`src/rtl/seg_pkg.sv`:
```
// Shared definitions for the seven-segment scan driver: glyph patterns, segment bit positions, index sizing.
// Latency: n/a (package only).
// Backpressure: n/a.
package seg_pkg;

    // Active-high glyph patterns, bit0=a ... bit6=g, bit7 (dp) clear
    localparam logic [7:0] SEG_0   = 8'h3F;
    localparam logic [7:0] SEG_1   = 8'h06;
    localparam logic [7:0] SEG_2   = 8'h5B;
    localparam logic [7:0] SEG_3   = 8'h4F;
    localparam logic [7:0] SEG_4   = 8'h66;
    localparam logic [7:0] SEG_5   = 8'h6D;
    localparam logic [7:0] SEG_6   = 8'h7D;
    localparam logic [7:0] SEG_7   = 8'h07;
    localparam logic [7:0] SEG_8   = 8'h7F;
    localparam logic [7:0] SEG_9   = 8'h6F;
    localparam logic [7:0] SEG_A_G = 8'h77;
    localparam logic [7:0] SEG_B_G = 8'h7C;
    localparam logic [7:0] SEG_C_G = 8'h39;
    localparam logic [7:0] SEG_D_G = 8'h5E;
    localparam logic [7:0] SEG_E_G = 8'h79;
    localparam logic [7:0] SEG_F_G = 8'h71;
    localparam logic [7:0] SEG_OFF = 8'h00;

    localparam int SEG_A  = 0;
    localparam int SEG_B  = 1;
    localparam int SEG_C  = 2;
    localparam int SEG_D  = 3;
    localparam int SEG_E  = 4;
    localparam int SEG_F  = 5;
    localparam int SEG_G  = 6;
    localparam int SEG_DP = 7;

    function automatic int idx_width(input int n);
        return (n > 1) ? $clog2(n) : 1;
    endfunction

endpackage

```
`src/rtl/hex7_decode.sv`:
```
// Nibble to active-high seven-segment pattern with decimal point and blanking.
// Latency: combinational.
// Backpressure: none.
module hex7_decode
    import seg_pkg::*;
(
    input  logic [3:0] nibble,
    input  logic       dp,
    input  logic       blank,
    output logic [7:0] pattern
);

    logic [7:0] glyph;

    always_comb begin
        glyph = SEG_OFF;
        case (nibble)
            4'h0: glyph = SEG_0;
            4'h1: glyph = SEG_1;
            4'h2: glyph = SEG_2;
            4'h3: glyph = SEG_3;
            4'h4: glyph = SEG_4;
            4'h5: glyph = SEG_5;
            4'h6: glyph = SEG_6;
            4'h7: glyph = SEG_7;
            4'h8: glyph = SEG_8;
            4'h9: glyph = SEG_9;
            4'hA: glyph = SEG_A_G;
            4'hB: glyph = SEG_B_G;
            4'hC: glyph = SEG_C_G;
            4'hD: glyph = SEG_D_G;
            4'hE: glyph = SEG_E_G;
            4'hF: glyph = SEG_F_G;
        endcase

        pattern         = glyph;
        pattern[SEG_DP] = dp;
        // A dark digit drops the decimal point too
        if (blank) begin
            pattern = SEG_OFF;
        end
    end

endmodule

```
`src/rtl/seg_scan_driver.sv`:
```
// Time-multiplexed seven-segment driver with double-buffered display word, LZ suppression and dead time.
// Latency: an/seg registered, one cycle behind scan state; update lands in shadow at the next frame wrap.
// Backpressure: none; free-running scan, update is a fire-and-forget strobe (last one per frame wins).
module seg_scan_driver
    import seg_pkg::*;
#(
    parameter int NUM_DIGITS     = 8,
    parameter int SCAN_DIV       = 100000,
    parameter int BLANK_CYCLES   = 1000,
    parameter bit SEG_ACTIVE_LOW = 1'b1,
    parameter bit AN_ACTIVE_LOW  = 1'b1
) (
    input  logic                                clk,
    input  logic                                rst,
    input  logic [4*NUM_DIGITS-1:0]             data,
    input  logic [NUM_DIGITS-1:0]               dp_en,
    input  logic [NUM_DIGITS-1:0]               blank_en,
    input  logic                                lz_suppress,
    input  logic                                update,
    output logic [NUM_DIGITS-1:0]               an,
    output logic [7:0]                          seg,
    output logic [idx_width(NUM_DIGITS)-1:0]    digit_idx,
    output logic                                frame_done
);

    localparam int IDX_W = idx_width(NUM_DIGITS);
    localparam int PW    = $clog2(SCAN_DIV);

    localparam logic [PW-1:0]         PRE_LAST  = PW'(SCAN_DIV - 1);
    localparam logic [PW-1:0]         PRE_BLANK = PW'(BLANK_CYCLES);
    localparam logic [IDX_W-1:0]      IDX_LAST  = IDX_W'(NUM_DIGITS - 1);
    localparam logic [7:0]            SEG_IDLE  = {8{SEG_ACTIVE_LOW}};
    localparam logic [NUM_DIGITS-1:0] AN_IDLE   = {NUM_DIGITS{AN_ACTIVE_LOW}};

    logic [PW-1:0]           prescaler;
    logic [4*NUM_DIGITS-1:0] stage_data,  shadow_data;
    logic [NUM_DIGITS-1:0]   stage_dp,    shadow_dp;
    logic [NUM_DIGITS-1:0]   stage_blank, shadow_blank;
    logic                    pending;

    logic                    pre_wrap;
    logic                    frame_wrap;
    logic [3:0]              cur_nib;
    logic                    cur_dp;
    logic                    cur_blank;
    logic                    lz_run;
    logic                    lz_dark;
    logic [NUM_DIGITS-1:0]   an_onehot;
    logic [7:0]              pattern;

    assign pre_wrap   = (prescaler == PRE_LAST);
    assign frame_wrap = pre_wrap && (digit_idx == IDX_LAST);

    always_ff @(posedge clk or posedge rst) begin
        if (rst) begin
            prescaler  <= '0;
            digit_idx  <= '0;
            frame_done <= 1'b0;
        end else begin
            prescaler  <= pre_wrap ? '0 : prescaler + 1'b1;
            frame_done <= frame_wrap;
            if (pre_wrap) begin
                digit_idx <= (digit_idx == IDX_LAST) ? '0 : digit_idx + 1'b1;
            end
        end
    end

    // Shadow samples the old staging on the wrap edge, so a coincident update waits one frame
    always_ff @(posedge clk or posedge rst) begin
        if (rst) begin
            stage_data   <= '0;
            stage_dp     <= '0;
            stage_blank  <= '0;
            shadow_data  <= '0;
            shadow_dp    <= '0;
            shadow_blank <= '0;
            pending      <= 1'b0;
        end else begin
            if (frame_wrap && pending) begin
                shadow_data  <= stage_data;
                shadow_dp    <= stage_dp;
                shadow_blank <= stage_blank;
            end
            if (update) begin
                stage_data  <= data;
                stage_dp    <= dp_en;
                stage_blank <= blank_en;
                pending     <= 1'b1;
            end else if (frame_wrap) begin
                pending     <= 1'b0;
            end
        end
    end

    // Walk from the leftmost digit so lz_run means "this digit and all above are zero"
    always_comb begin
        cur_nib   = 4'h0;
        cur_dp    = 1'b0;
        cur_blank = 1'b0;
        an_onehot = '0;
        lz_run    = 1'b1;
        lz_dark   = 1'b0;
        for (int i = NUM_DIGITS - 1; i >= 0; i--) begin
            lz_run = lz_run && (shadow_data[4*i +: 4] == 4'h0);
            if (digit_idx == IDX_W'(i)) begin
                cur_nib      = shadow_data[4*i +: 4];
                cur_dp       = shadow_dp[i];
                cur_blank    = shadow_blank[i];
                an_onehot[i] = 1'b1;
                lz_dark      = lz_run && (i != 0);
            end
        end
    end

    hex7_decode u_decode (
        .nibble  (cur_nib),
        .dp      (cur_dp),
        .blank   (cur_blank || (lz_suppress && lz_dark)),
        .pattern (pattern)
    );

    always_ff @(posedge clk or posedge rst) begin
        if (rst) begin
            an  <= AN_IDLE;
            seg <= SEG_IDLE;
        end else if (prescaler < PRE_BLANK) begin
            an  <= AN_IDLE;
            seg <= SEG_IDLE;
        end else begin
            an  <= an_onehot ^ AN_IDLE;
            seg <= pattern ^ SEG_IDLE;
        end
    end

endmodule

```
`config.mk`:
```
export PLATFORM = sky130hd
export DESIGN_NAME = seg_scan_driver
export DESIGN_NICKNAME = d
export VERILOG_FILES = /design/src/rtl/seg_pkg.sv /design/src/rtl/hex7_decode.sv /design/src/rtl/seg_scan_driver.sv
export SDC_FILE = /design/constraint.sdc
export NUM_CORES = 1
export LEC_CHECK = 0
export BUFFER_PORTS_ARGS = -buffer_cell sky130_fd_sc_hd__clkbuf_2
export CAP_MARGIN = 20
export CORE_MARGIN = 1
export CORE_UTILIZATION = 40
export DETAILED_ROUTE_END_ITERATION = 10
export SYNTH_ARGS = -nofsm -noshare
export SYNTH_HDL_FRONTEND = slang
export SYNTH_SLANG_ARGS = --single-unit
```
`constraint.sdc`:
```
create_clock -name clk -period 5 [get_ports clk]
set_input_delay 0.5 -clock clk [delete_from_list [all_inputs] [get_ports clk]]
set_output_delay 0.5 -clock clk [all_outputs]
set_load 0.005 [all_outputs]
```
# Word level (Yosys, flattened, before mapping)
# Memory sizes are Yosys's and may differ from the RTL's.
# Cells that the tools add are included.
[op_classes] div=0 mux=47 n_eq_ne=8 mul=0 reduce_logical=19 n_addsub=2 n_lt_le_gt_ge=1 shifts=0 bitwise=2
[ops] cell="$mux W1" count=34
[ops] cell="$mux W4" count=8
[ops] cell="$logic_not A4 Y1" count=7
[ops] cell="$mux W8" count=3
[ops] cell="$add A17 B1 Y17 const B" count=1
[ops] cell="$eq A17 B17 Y1 const B" count=1
[ops] cell="$lt A17 B10 Y1 const B" count=1
[ops] cell="$mux W17" count=1
[ops] cell="$not A8 Y8" count=2
[ops] cell="$eq A3 B3 Y1 const B" count=4
[ops] cell="$logic_and A1 B1 Y1" count=9
[ops] cell="$eq A3 B2 Y1 const B" count=2
[ops] cell="$add A3 B1 Y3 const B" count=1
[ops] cell="$eq A3 B1 Y1 const B" count=1
[ops] cell="$logic_not A3 Y1" count=1
[ops] cell="$mux W3" count=1
[ops] cell="$reduce_bool A2 Y1" count=1
[ops] cell="$logic_or A1 B1 Y1" count=1
[word_totals] rom_bits=112 ram_bits=0 wordCells=92 latch_bits=0 inputBits=52 ff_bits=134 n_memories=1 out_inout_bits=20
[mem_list] memory="(name not given)" words=16 word_bits=7 rd=1 rd_clocked_by_memory_dff=0 wr=0 line="hex7_decode.sv:17" rtl="case (nibble)"

# Longest topological paths before layout
# Gate-level depths: netlist of run 1.
[logic_depth] ltp_word=14 depth_mapped=14

# Hierarchy
# From an unflattened synthesis of run 1, not the netlist that was laid out.
[hier_totals] cells_unflattened=493 hier_area_um2=6123.4
[by_module_without_submodules] mod="seg_scan_driver" cells_each=456 seq_area_each_um2=3373.2 instances=1 area_each_um2=5851.9
[by_module_without_submodules] mod="hex7_decode" cells_each=37 seq_area_each_um2=0.0 instances=1 area_each_um2=271.5

# Least setup slack after synthesis of run 1
# No wires, ideal clock.
[synth_path] path_type="flip-flop to flip-flop" startpoint="register digit_idx[2]" endpoint="register seg[3]" arrival_ns=2.720 setup_slack_ns=2.202 setup_time_ns=0.078 path_buffers=1 period_less_slack_ns=2.798 stages_incl_launch_ff=13 t_required_ns=4.922 cell_sequence="dfrtp_1 > buf_2 > inv_1 > ha_1 > inv_1 > o22ai_1 > a2111oi_0 > o32ai_1 > inv_1 > ha_1 > o211ai_1 > o211ai_1 > a31o_2"
[synth_between] elab_chain_cells=14 elab_cells_between_ends=38
[synth_lines] item="start, declared" line="seg_scan_driver.sv:22" rtl="output logic [idx_width(NUM_DIGITS)-1:0] digit_idx,"
[synth_lines] item="start signal, assigned" line="seg_scan_driver.sv:63" rtl="digit_idx <= (digit_idx == IDX_LAST) ? '0 : digit_idx + 1'b1;"
[synth_lines] item="branches (longest 11 deep; another with $mem_v2 Z16 W7)"
[synth_lines] item="$mux W8 *" line="hex7_decode.sv:39" rtl="if (blank) begin"
[synth_lines] item="$not A8 Y8 (no line) *"
[synth_lines] item="$mux W8 *" line="seg_scan_driver.sv:126" rtl="end else if (prescaler < PRE_BLANK) begin"
[synth_lines] item="end signal, assigned" line="seg_scan_driver.sv:131" rtl="seg <= pattern ^ SEG_IDLE;"
[synth_lines] item="end, declared" line="seg_scan_driver.sv:21" rtl="output logic [7:0] seg,"
# Mark *: on every way between the ends.
# A chain may end at the register's enable or synchronous reset.

# Worst setup path in the final report of run 1
[layout_path] startpoint="register digit_idx[1]" endpoint="register seg[0]"
# The elaborated chain is that of the path after synthesis.

==> results of run 1 <==
[worst min-delay path by stage]
stage | start | endpoint | slack, ns | cells after the start
2_1_floorplan | prescaler[8]$_DFF_PP0_ | prescaler[8]$_DFF_PP0_ | 0.45 | 1
3_3_place_gp | prescaler[0]$_DFF_PP0_ | prescaler[0]$_DFF_PP0_ | 0.47 | 1
3_5_place_dp | prescaler[8]$_DFF_PP0_ | prescaler[8]$_DFF_PP0_ | 0.48 | 1
4_1_cts | rst | prescaler[0]$_DFF_PP0_ | 0.05 | 2
5_1_grt | rst | prescaler[5]$_DFF_PP0_ | 0.09 | 2
6_report | rst | prescaler[6]$_DFF_PP0_ | 0.06 | 2
[cell usage in the layout, fill, tap and decap left out, types with 3 or more instances in the layout]
cell and instances:
buf_4 6, or3_1 4, nand2_1 33, clkbuf_2 71, a31oi_1 4, clkinv_4 3, o22ai_1 4, nand4_1 3
nand3b_1 3, clkbuf_16 17, bufinv_16 4, o211ai_1 5, nor2_1 18, ha_1 13, nor3b_1 4, inv_1 13
dfrtp_1 118, nand2b_1 4, mux2_4 20, a21oi_1 12, clkinv_2 4, nor2b_1 9, xor2_1 8, and4_1 3
a221oi_1 3, dfstp_2 16, nand3_1 14, o31ai_1 4, o221ai_1 3, nor4_1 3, and2_1 4, o21ai_0 13
nor3_1 5, or4_1 6, a211oi_1 6, mux2_2 77, xnor2_1 7
[registers in the layout, summed over array words and instances, names as in the netlist, 8 cells and up]
| register | cells |
|---|---|
| prescaler | 17 |
| an | 8 |
| stage_blank | 8 |
| stage_data | 32 |
| shadow_blank | 8 |
| stage_dp | 8 |
| shadow_data | 32 |
| seg | 8 |
| shadow_dp | 8 |
[kinds of logic after synthesis]
group                    share of synthesized area
adder cells (fa/ha/maj)                    0.02606
flip-flops                                  0.5404
multiplexers                                0.1886
AND/OR/NAND/NOR                             0.1108
AO/OA/AOI/OAI                              0.08419
XOR/XNOR                                   0.02105
buffers and inverters                      0.02886
[metal layers]
| metal | part of all wire | GRT usage | vias up |
|---|---|---|---|
| met1 | 0.47 | 0.2553 | 2109 |
| met5 | 0 | 0 | - |
| met3 | 0.049 | 0.04555 | 22 |
| met2 | 0.47 | 0.2812 | 141 |
| li1 | - | - | 1963 |
| met4 | 0.018 | 0.07983 | 0 |
[stage by stage]
stage | worst slack, ns | instance area, µm² | power [µW] | util
floorplan | 0.9437 | 6242 | 1219 | -
global placement | 1.662 | 6745 | 1258 | 0.4437
detailed placement | 1.363 | 6745 | 1264 | 0.4437
CTS | 1.323 | 7373 | 2601 | 0.4850
global route | 0.9501 | 7381 | 2660 | 0.4855
finish | 1.291 | 7381 | 2564 | 0.4855
[worst max-delay path, stage by stage (launching register included)]
cell      delay [ns]
dfrtp_1         0.42
inv_1           0.12
ha_1            0.79
inv_1           0.29
nand3_1         0.14
a21oi_1         0.10
o32ai_1         0.83
ha_1            0.32
inv_1           0.09
a211oi_1        0.27
a211oi_1        0.08
o21ai_0         0.17
[power by group through the flow]
stage | Clock, µW | Combinational, µW | Sequential (µW)
floorplan | 0 | 63.2 | 1160
detailed placement | 0 | 96.5 | 1170
global placement | 0 | 92.1 | 1170
finish | 1320 | 93.4 | 1150
global route | 1400 | 106 | 1150
CTS | 1360 | 96.8 | 1150
[area by class of cell]
cell class / instances / area (µm²)
clock buffers: 17 / 425.4
clock inverters: 15 / 202.7
fillers: 1350 / 7821
inverters: 14 / 55.05
multi-input cells: 326 / 2689
flip-flops and latches: 134 / 3373
well taps: 188 / 235.2
repair buffers: 77 / 400.4
==> metrics, run 1 <==
count of final hold-check violations=0; port buffer count=71; worst r2r path cells=11; Final min period=3.709 ns; Crit. Startpoint=digit_idx[1]$_DFFE_PP0N_; Area growth syn-to-layout=18.24%; n_diodes=0; Total GRT Usage=0.1862; Max VDD drop=245.8 µV; share of cells above drive strength 1=0.3962; Hold WS=0.05808 ns; Detailed Route Iter0 Violations=340; CTS resizes=0; Critical R2R Capture=seg[0]$_DFF_PP1_; core region area=0.01520 mm²; Synth area leader=dfrtp_1; Die W=126.9 µm; number of H-tree levels=4; maximum clock frequency=269.6 MHz; DRT Wirelength=13.61 mm; sequential area share after synthesis=0.5404; P_leak=0.003436 µW; Syn Area/Cell=12.51 µm²; Initial Util=0.4106; Crit path required time=5.34 ns; sw frac=0.2149; Tightest Hold Check Type=primary input to asynchronous set/reset pin; Clock Path Buffers=2; CTS tree=done; top-count cell post-synth=dfrtp_1; DR WL/cell=17.66 µm; crit path kind=flop to flop; final setup vio count=0; Worst-path clk slew=0.06 ns; Post-DP HPWL=9.598 mm; nets=635; Setup crit end kind=flop; clock power share=0.516; synthesized area=0.006242 mm²; Mapped Cells=499; # Post-CTS Setup Buffers=0; P_sw=550.9 µW; Post-Route Setup TNS=0 ns; first-pass GRT wire length=22.91 mm; routed vias=4235; Final Cycle Share=0.7418; # DRC=0; end of the critical path=seg[0]$_DFF_PP1_; initial antenna violation count=0; top-area cell type share of the netlist area=0.4730; Finished Layout Cells=771; ys async rst share=1.000; vias in the first global route=4302; P_int=2013 µW; R2R Path Start=digit_idx[1]$_DFFE_PP0N_; largest net degree at the start of global routing=66; sequential power share=0.447; vias per inst=5.493; R2R Setup Slk=1.29 ns; syn_nets=564; power per cell area=347.4 mW/mm²; Post-synth EDFFs=0; top post-synthesis cells by count=118 x dfrtp_1, 77 x mux2_2, 33 x nand2_1; Worst setup SP type=flop; #FFs+latches synth=134; Max Cap Viol=0; clk sinks=134; clock latency on the worst-skew pair=0.43 ns; Synth cell types=64; DRT antenna net count=0; max-slew violations=0; logic gate share of total power=0.036; RePlAce Congestion=0.8700; die area=0.01611 mm²; Rel. slew slack=0.3704; RSZ-0062 raised after global routing=no; CP arrival=4.05 ns; Cell Rows=45; drt first pass iters=7; maximum fanout along the worst path=27; hold buffers post-CTS=0; Synth warnings=0; Clock Tree Root=clkbuf_16; Fin Clk Skew=0.01812 ns; die height=126.9 µm; CTS Buf Count=17; Synth Flop Type=dfrtp_1; GRT overflow=0; worst-margin pin slew=0.9444 ns; I/O Pins=72; Area contributors post-synth=dfrtp_1 47%, mux2_2 14%, dfstp_2 6.7%; Inst Count DP=738; outcome=finished clean
Note: power is estimated with default switching activity, not from simulation.
==> run 2: changes to the inputs <==
==> constraint.sdc (replaced) <==
create_clock -name clk -period 3.8 [get_ports clk]
set_input_delay 0.38 -clock clk [delete_from_list [all_inputs] [get_ports clk]]
set_output_delay 0.38 -clock clk [all_outputs]
set_load 0.005 [all_outputs]
==> run 2 against run 1 <==
- clock-buffer cell count is 1 higher
- die area stayed put
- wire length barely moved
- design area up 0.97%
- sequential share of layout area down 0.44 points
- sequential power grew 31%
- worst setup slack got worse by 0.67 ns
- global-route usage down 0.18 points
- combinational power grew 32%
- critical path depth is the same
- utilization grew 0.47 points
- highest routed layer unchanged
==> metrics, run 2 (synthesis gave the netlist of run 1 again) <==
outcome=finished clean (unchanged); Setup crit end kind=flop (unchanged); maximum clock frequency=314.6 MHz (was 269.6 MHz); R2R Path Start=digit_idx[0]$_DFFE_PP0N_ (was digit_idx[1]$_DFFE_PP0N_); crit-path most repeated cell=inv_1 (unchanged); Die W=126.9 µm (unchanged); critical path, cell by cell=inv_1 > ha_1 > nor2_2 > a2111oi_0 > o32ai_1 > buf_4 > inv_1 > ha_1 > inv_1 > mux2_2 > o221ai_1 (was inv_1 > ha_1 > inv_1 > nand3_1 > a21oi_1 > o32ai_1 > ha_1 > inv_1 > a211oi_1 > a211oi_1 > o21ai_0); RSZ-0062 raised after global routing=no (unchanged); Worst-path clk slew=0.06 ns (about the same); slowest stage delay, CP=0.65 ns (was 0.83 ns); CTS resizes=0 (unchanged); Clock Path Buffers=2 (unchanged); first-pass GRT wire length=22.72 mm (was 22.91 mm); GRT overflow=0 (unchanged); Inst Count DP=745 (was 738); hold buffers post-CTS=0 (unchanged); drt first pass iters=4 (was 7); crit path kind=flop to flop (unchanged); Tightest Hold Check Type=primary input to flop (was primary input to asynchronous set/reset pin); Final min period=3.179 ns (was 3.709 ns); CTS tree=done (unchanged); area post-placement=0.006799 mm² (was 0.006745 mm²); final setup vio count=0 (unchanged); maximum fanout along the worst path=21 (was 27); Clock Tree Root=clkbuf_16 (unchanged); routed vias=4174 (was 4235); # DRC=0 (unchanged); Post-DP HPWL=9.674 mm (was 9.598 mm); nets=641 (was 635); Initial Util=0.4106 (unchanged); Max Cap Viol=0 (unchanged); I/O Pins=72 (unchanged); clk sinks=134 (unchanged); core region area=0.01520 mm² (unchanged); Crit path required time=4.13 ns (was 5.34 ns); Rel. slew slack=0.4366 (was 0.3704); commonest non-fill, non-tap cell in the layout=dfrtp_1 (unchanged); n_diodes=0 (unchanged); R2R Setup Slk=0.62 ns (was 1.29 ns); # Post-CTS Setup Buffers=0 (unchanged); die height=126.9 µm (unchanged); Final Cycle Share=0.8366 (was 0.7418); Worst setup SP type=flop (unchanged); power per cell area=461.6 mW/mm² (was 347.4 mW/mm²); DRT antenna net count=0 (unchanged); Tot Pwr=3440 µW (was 2564 µW); die area=0.01611 mm² (unchanged); Total GRT Usage=0.1844 (was 0.1862); vias in the first global route=4336 (was 4302); Crit-path slowest cell=ha_1 (was o32ai_1); Finished Layout Cells=777 (was 771); initial antenna violation count=0 (unchanged); Crit. Startpoint=digit_idx[0]$_DFFE_PP0N_ (was digit_idx[1]$_DFFE_PP0N_); Hold WS=0.1799 ns (was 0.05808 ns); Detailed Route Iter0 Violations=262 (was 340); DRT Wirelength=13.62 mm (was 13.61 mm); share of cells above drive strength 1=0.4007 (was 0.3962); HP Start=dp_en[5]; vias per inst=5.372 (was 5.493); Max VDD drop=295.3 µV (was 245.8 µV); max-slew violations=0 (unchanged); worst-margin pin slew=0.8451 ns (was 0.9444 ns); count of final hold-check violations=0 (unchanged); Fin Clk Skew=0.01648 ns (was 0.01812 ns); DR WL/cell=17.52 µm (was 17.66 µm); Cell Rows=45 (unchanged); CTS Buf Count=17 (unchanged); biggest regs=shadow_data: 32 flops, stage_data: 32 flops, prescaler: 17 flops (unchanged); Final Cell Area=0.007452 mm² (was 0.007381 mm²); number of H-tree levels=4 (unchanged); Post-Route Setup TNS=0 ns (unchanged); largest net degree at the start of global routing=69 (was 66); clock latency on the worst-skew pair=0.43 ns (about the same); Area growth syn-to-layout=19.38% (was 18.24%); P_leak=0.003456 µW (was 0.003436 µW); RePlAce Congestion=0.8811 (was 0.8700); CP arrival=3.51 ns (was 4.05 ns); most frequent cells in the layout=118 x dfrtp_1, 77 x mux2_2, 71 x clkbuf_2 (unchanged); port buffer count=71 (unchanged)
==> run 2: cell count changes in the layout (fill, tap and decap cells not counted) <==
cell,before,now
bufinv_16,4,5
buf_4,6,12
clkinv_2,4,0
inv_8,1,0
clkinvlp_4,1,5
inv_4,1,0
clkbuf_1,0,1
==> run 2: stage by stage <==
| step | setup WS [ns] | utilization |
|---|---|---|
| 6_report | 0.6210 | 0.4902 |
| 2_1_floorplan | 1.002 | - |
| 3_3_place_gp | 0.7477 | 0.4472 |
| 3_5_place_dp | 0.6586 | 0.4472 |
| 4_1_cts | 0.6497 | 0.4902 |
| 5_1_grt | 0.2790 | 0.4902 |
==> run 2: layout make-up <==
type	instances	area, µm²
repair buffers	83	445.4
flip-flops and latches	134	3373
clock inverters	14	224.0
clock buffers	18	429.2
multi-input cells	326	2689
inverters	14	56.30
fillers	1371	7750
well taps	188	235.2
==> run 2: worst paths after layout <==
path                                                     to  depth (start not counted)
worst max-delay path                       seg[5]$_DFF_PP1_                         11
worst min-delay path                stage_dp[5]$_DFFE_PP0P_                          2
worst max register to register             seg[5]$_DFF_PP1_                         11
worst min register to register       prescaler[0]$_DFF_PP0_                          1
max in group asynchronous        shadow_data[3]$_DFFE_PP0P_                          3
min in group asynchronous       shadow_data[30]$_DFFE_PP0P_                          3
==> run 2: power breakdown <==
part	internal [µW]	switching [µW]	total [µW]
clock network	1170	638	1810
logic	66.8	56.4	123
registers	1480	29.2	1510
total	2720	723	3440
==> run 2: critical path: cells and delay by family (launching register included) <==
family | cells | cell delay, ns
fa+ha+maj | 2 | 0.88
mux | 1 | 0.26
buf+inv | 4 | 0.49
simple gates | 1 | 0.16
compound gates | 3 | 0.89
flops | 1 | 0.42
==> run 2: routing by layer <==
| metal | share of wire | wire length, µm | track usage |
|---|---|---|---|
| met2 | 0.45 | 6166 | 0.2776 |
| met4 | 0.015 | 199 | 0.07633 |
| met3 | 0.042 | 577 | 0.04935 |
| met1 | 0.49 | 6671 | 0.2518 |
| met5 | 0 | 0 | 0 |
==> run 3: changes to the inputs <==
==> constraint.sdc (replaced) <==
create_clock -name clk -period 3 [get_ports clk]
set_input_delay 0.3 -clock clk [delete_from_list [all_inputs] [get_ports clk]]
set_output_delay 0.3 -clock clk [all_outputs]
set_load 0.005 [all_outputs]
==> run 3 against run 2 <==
- the run now ends with hold timing left
- wire length up 0.43%
- sequential share of layout area down 0.21 points
- clock skew down 0.0031 ns
- critical endpoint unchanged
- highest routed layer unchanged
==> metrics, run 3 (synthesis gave the netlist of run 1 again) <==
outcome=finished with violations (was finished clean); failing checks=hold timing; core region area=0.01520 mm² (unchanged); Cell Rows=45 (unchanged); GRT overflow=0 (unchanged); CP arrival=3.10 ns (was 3.51 ns); crit-path most repeated cell=inv_1 (unchanged); Setup crit end kind=flop (unchanged); Final min period=2.772 ns (was 3.179 ns); Die W=126.9 µm (unchanged); CTS Buf Count=17 (unchanged); clock latency on the worst-skew pair=0.42 ns (was 0.43 ns); I/O Pins=72 (unchanged); port buffer count=71 (unchanged); Worst setup SP type=flop (unchanged); max-slew violations=0 (unchanged); commonest non-fill, non-tap cell in the layout=dfrtp_1 (unchanged); Crit-path slowest cell=dfrtp_1 (was ha_1); Rel. slew slack=0.4596 (was 0.4366); vias per inst=5.479 (was 5.372); final setup vio count=0 (unchanged); Max Cap Viol=0 (unchanged); Tot Pwr=4172 µW (was 3440 µW); Clock Tree Root=clkbuf_16 (unchanged); Fin Clk Skew=0.01336 ns (was 0.01648 ns); number of H-tree levels=4 (unchanged); Final Cell Area=0.007487 mm² (was 0.007452 mm²); RePlAce Congestion=0.9563 (was 0.8811); first-pass GRT wire length=23.03 mm (was 22.72 mm); critical path, cell by cell=inv_1 > ha_1 > nand2b_1 > o22a_1 > a2111oi_1 > o32ai_1 > buf_4 > inv_1 > ha_1 > inv_1 > mux2_2 > o221ai_1 (was inv_1 > ha_1 > nor2_2 > a2111oi_0 > o32ai_1 > buf_4 > inv_1 > ha_1 > inv_1 > mux2_2 > o221ai_1); Detailed Route Iter0 Violations=339 (was 262); die height=126.9 µm (unchanged); Post-Route Setup TNS=0 ns (unchanged); worst-margin pin slew=0.8106 ns (was 0.8451 ns); maximum clock frequency=360.7 MHz (was 314.6 MHz); DRT Wirelength=13.67 mm (was 13.62 mm); Post-DP HPWL=9.731 mm (was 9.674 mm); DRT antenna net count=0 (unchanged); filler instances=1330 (was 1371); # Post-CTS Setup Buffers=0 (unchanged); clk sinks=134 (unchanged); area post-placement=0.006872 mm² (was 0.006799 mm²); Tightest Hold Check Type=primary input to asynchronous set/reset pin (was primary input to flop); DR WL/cell=17.42 µm (was 17.52 µm); count of final hold-check violations=2 (was 0); Worst-path clk slew=0.05 ns (was 0.06 ns); CTS tree=done (unchanged); largest net degree at the start of global routing=135 (was 69); Crit path required time=3.33 ns (was 4.13 ns); n_diodes=0 (unchanged); Total GRT Usage=0.1861 (was 0.1844); P_leak=0.003485 µW (was 0.003456 µW); Max VDD drop=431.0 µV (was 295.3 µV); maximum fanout along the worst path=6 (was 21); power per cell area=557.3 mW/mm² (was 461.6 mW/mm²); RSZ-0062 raised after global routing=no (unchanged); share of cells above drive strength 1=0.4137 (was 0.4007); Area growth syn-to-layout=19.94% (was 19.38%); drt first pass iters=5 (was 4); crit path kind=flop to flop (unchanged); biggest regs=shadow_data: 32 flops, stage_data: 32 flops, prescaler: 17 flops (unchanged); Final Cycle Share=0.9240 (was 0.8366); vias in the first global route=4465 (was 4336); Hold WS=-0.008115 ns (was 0.1799 ns); slowest stage delay, CP=0.40 ns (was 0.65 ns); routed vias=4301 (was 4174); # DRC=0 (unchanged); die area=0.01611 mm² (unchanged); initial antenna violation count=0 (unchanged); Initial Util=0.4106 (unchanged); most frequent cells in the layout=118 x dfrtp_1, 77 x mux2_2, 71 x clkbuf_2 (unchanged); nets=649 (was 641); Clock Path Buffers=2 (unchanged)
## run 3: what timing repair did
item                       4_1_cts  5_1_grt
hold buffers                     0        0
setup endpoints to repair        0        5
gates resized for setup          0        5
## run 3: through the flow
step                      setup WS (ns)  instances  utilization
after floorplan                  0.2020        499            -
after global placement           0.2809        753       0.4520
after detailed placement         0.1501        753       0.4520
after CTS                        0.1194        785       0.4918
after global routing            0.03192        785       0.4925
final                            0.2279        785       0.4925
## run 3: path summary, 6_finish.rpt
| path | start | end | slack [ns] | cells after the start |
|---|---|---|---|---|
| worst max-delay path | digit_idx[0]$_DFFE_PP0N_ | seg[5]$_DFF_PP1_ | 0.23 | 12 |
| worst min-delay path | rst | prescaler[7]$_DFF_PP0_ | -0.008 | 3 |
| worst max register to register | digit_idx[0]$_DFFE_PP0N_ | seg[5]$_DFF_PP1_ | 0.23 | 12 |
| worst min register to register | prescaler[8]$_DFF_PP0_ | prescaler[8]$_DFF_PP0_ | 0.50 | 1 |
| max in group asynchronous | rst | shadow_data[30]$_DFFE_PP0P_ | 2.34 | 3 |
| min in group clk | data[27] | stage_data[27]$_DFFE_PP0P_ | 0.11 | 2 |
## run 3: area by class of cell
| type | count | area, µm² | area share |
|---|---|---|---|
| sequential | 134 | 3373 | 0.4505 |
| multi-input combinational | 326 | 2700 | 0.3606 |
| clock buffer | 18 | 429.2 | 0.05732 |
| timing repair buffer | 91 | 518.0 | 0.06918 |
| tap | 188 | 235.2 | 0.03142 |
| inverter | 14 | 56.30 | 0.007520 |
| clock inverter | 14 | 175.2 | 0.02340 |
## run 3: metal layers
layer  wire length [µm]  up-vias  track usage  part of all wire
met5                  0        -            0                 0
met4                320        0      0.09454             0.023
met3                726       24      0.04808             0.053
met2               6333      138       0.2886              0.46
met1               6293     2154       0.2415              0.46
li1                   -     1985            -                 -
## run 3: power breakdown
part	leakage, µW	switching, µW	internal [µW]
Sequential	0.00169	36.2	1870
Clock	0.000287	792	1310
Combinational	0.00151	70.9	85.7
Total	0.00348	899	3270
## run 3: critical path: cells and delay by family (launching register included)
kind            cells  cell delay [ns]
compound gates      4             0.86
fa+ha+maj           2             0.48
buf+inv             4             0.47
flops               1             0.40
mux                 1             0.27
simple gates        1             0.21
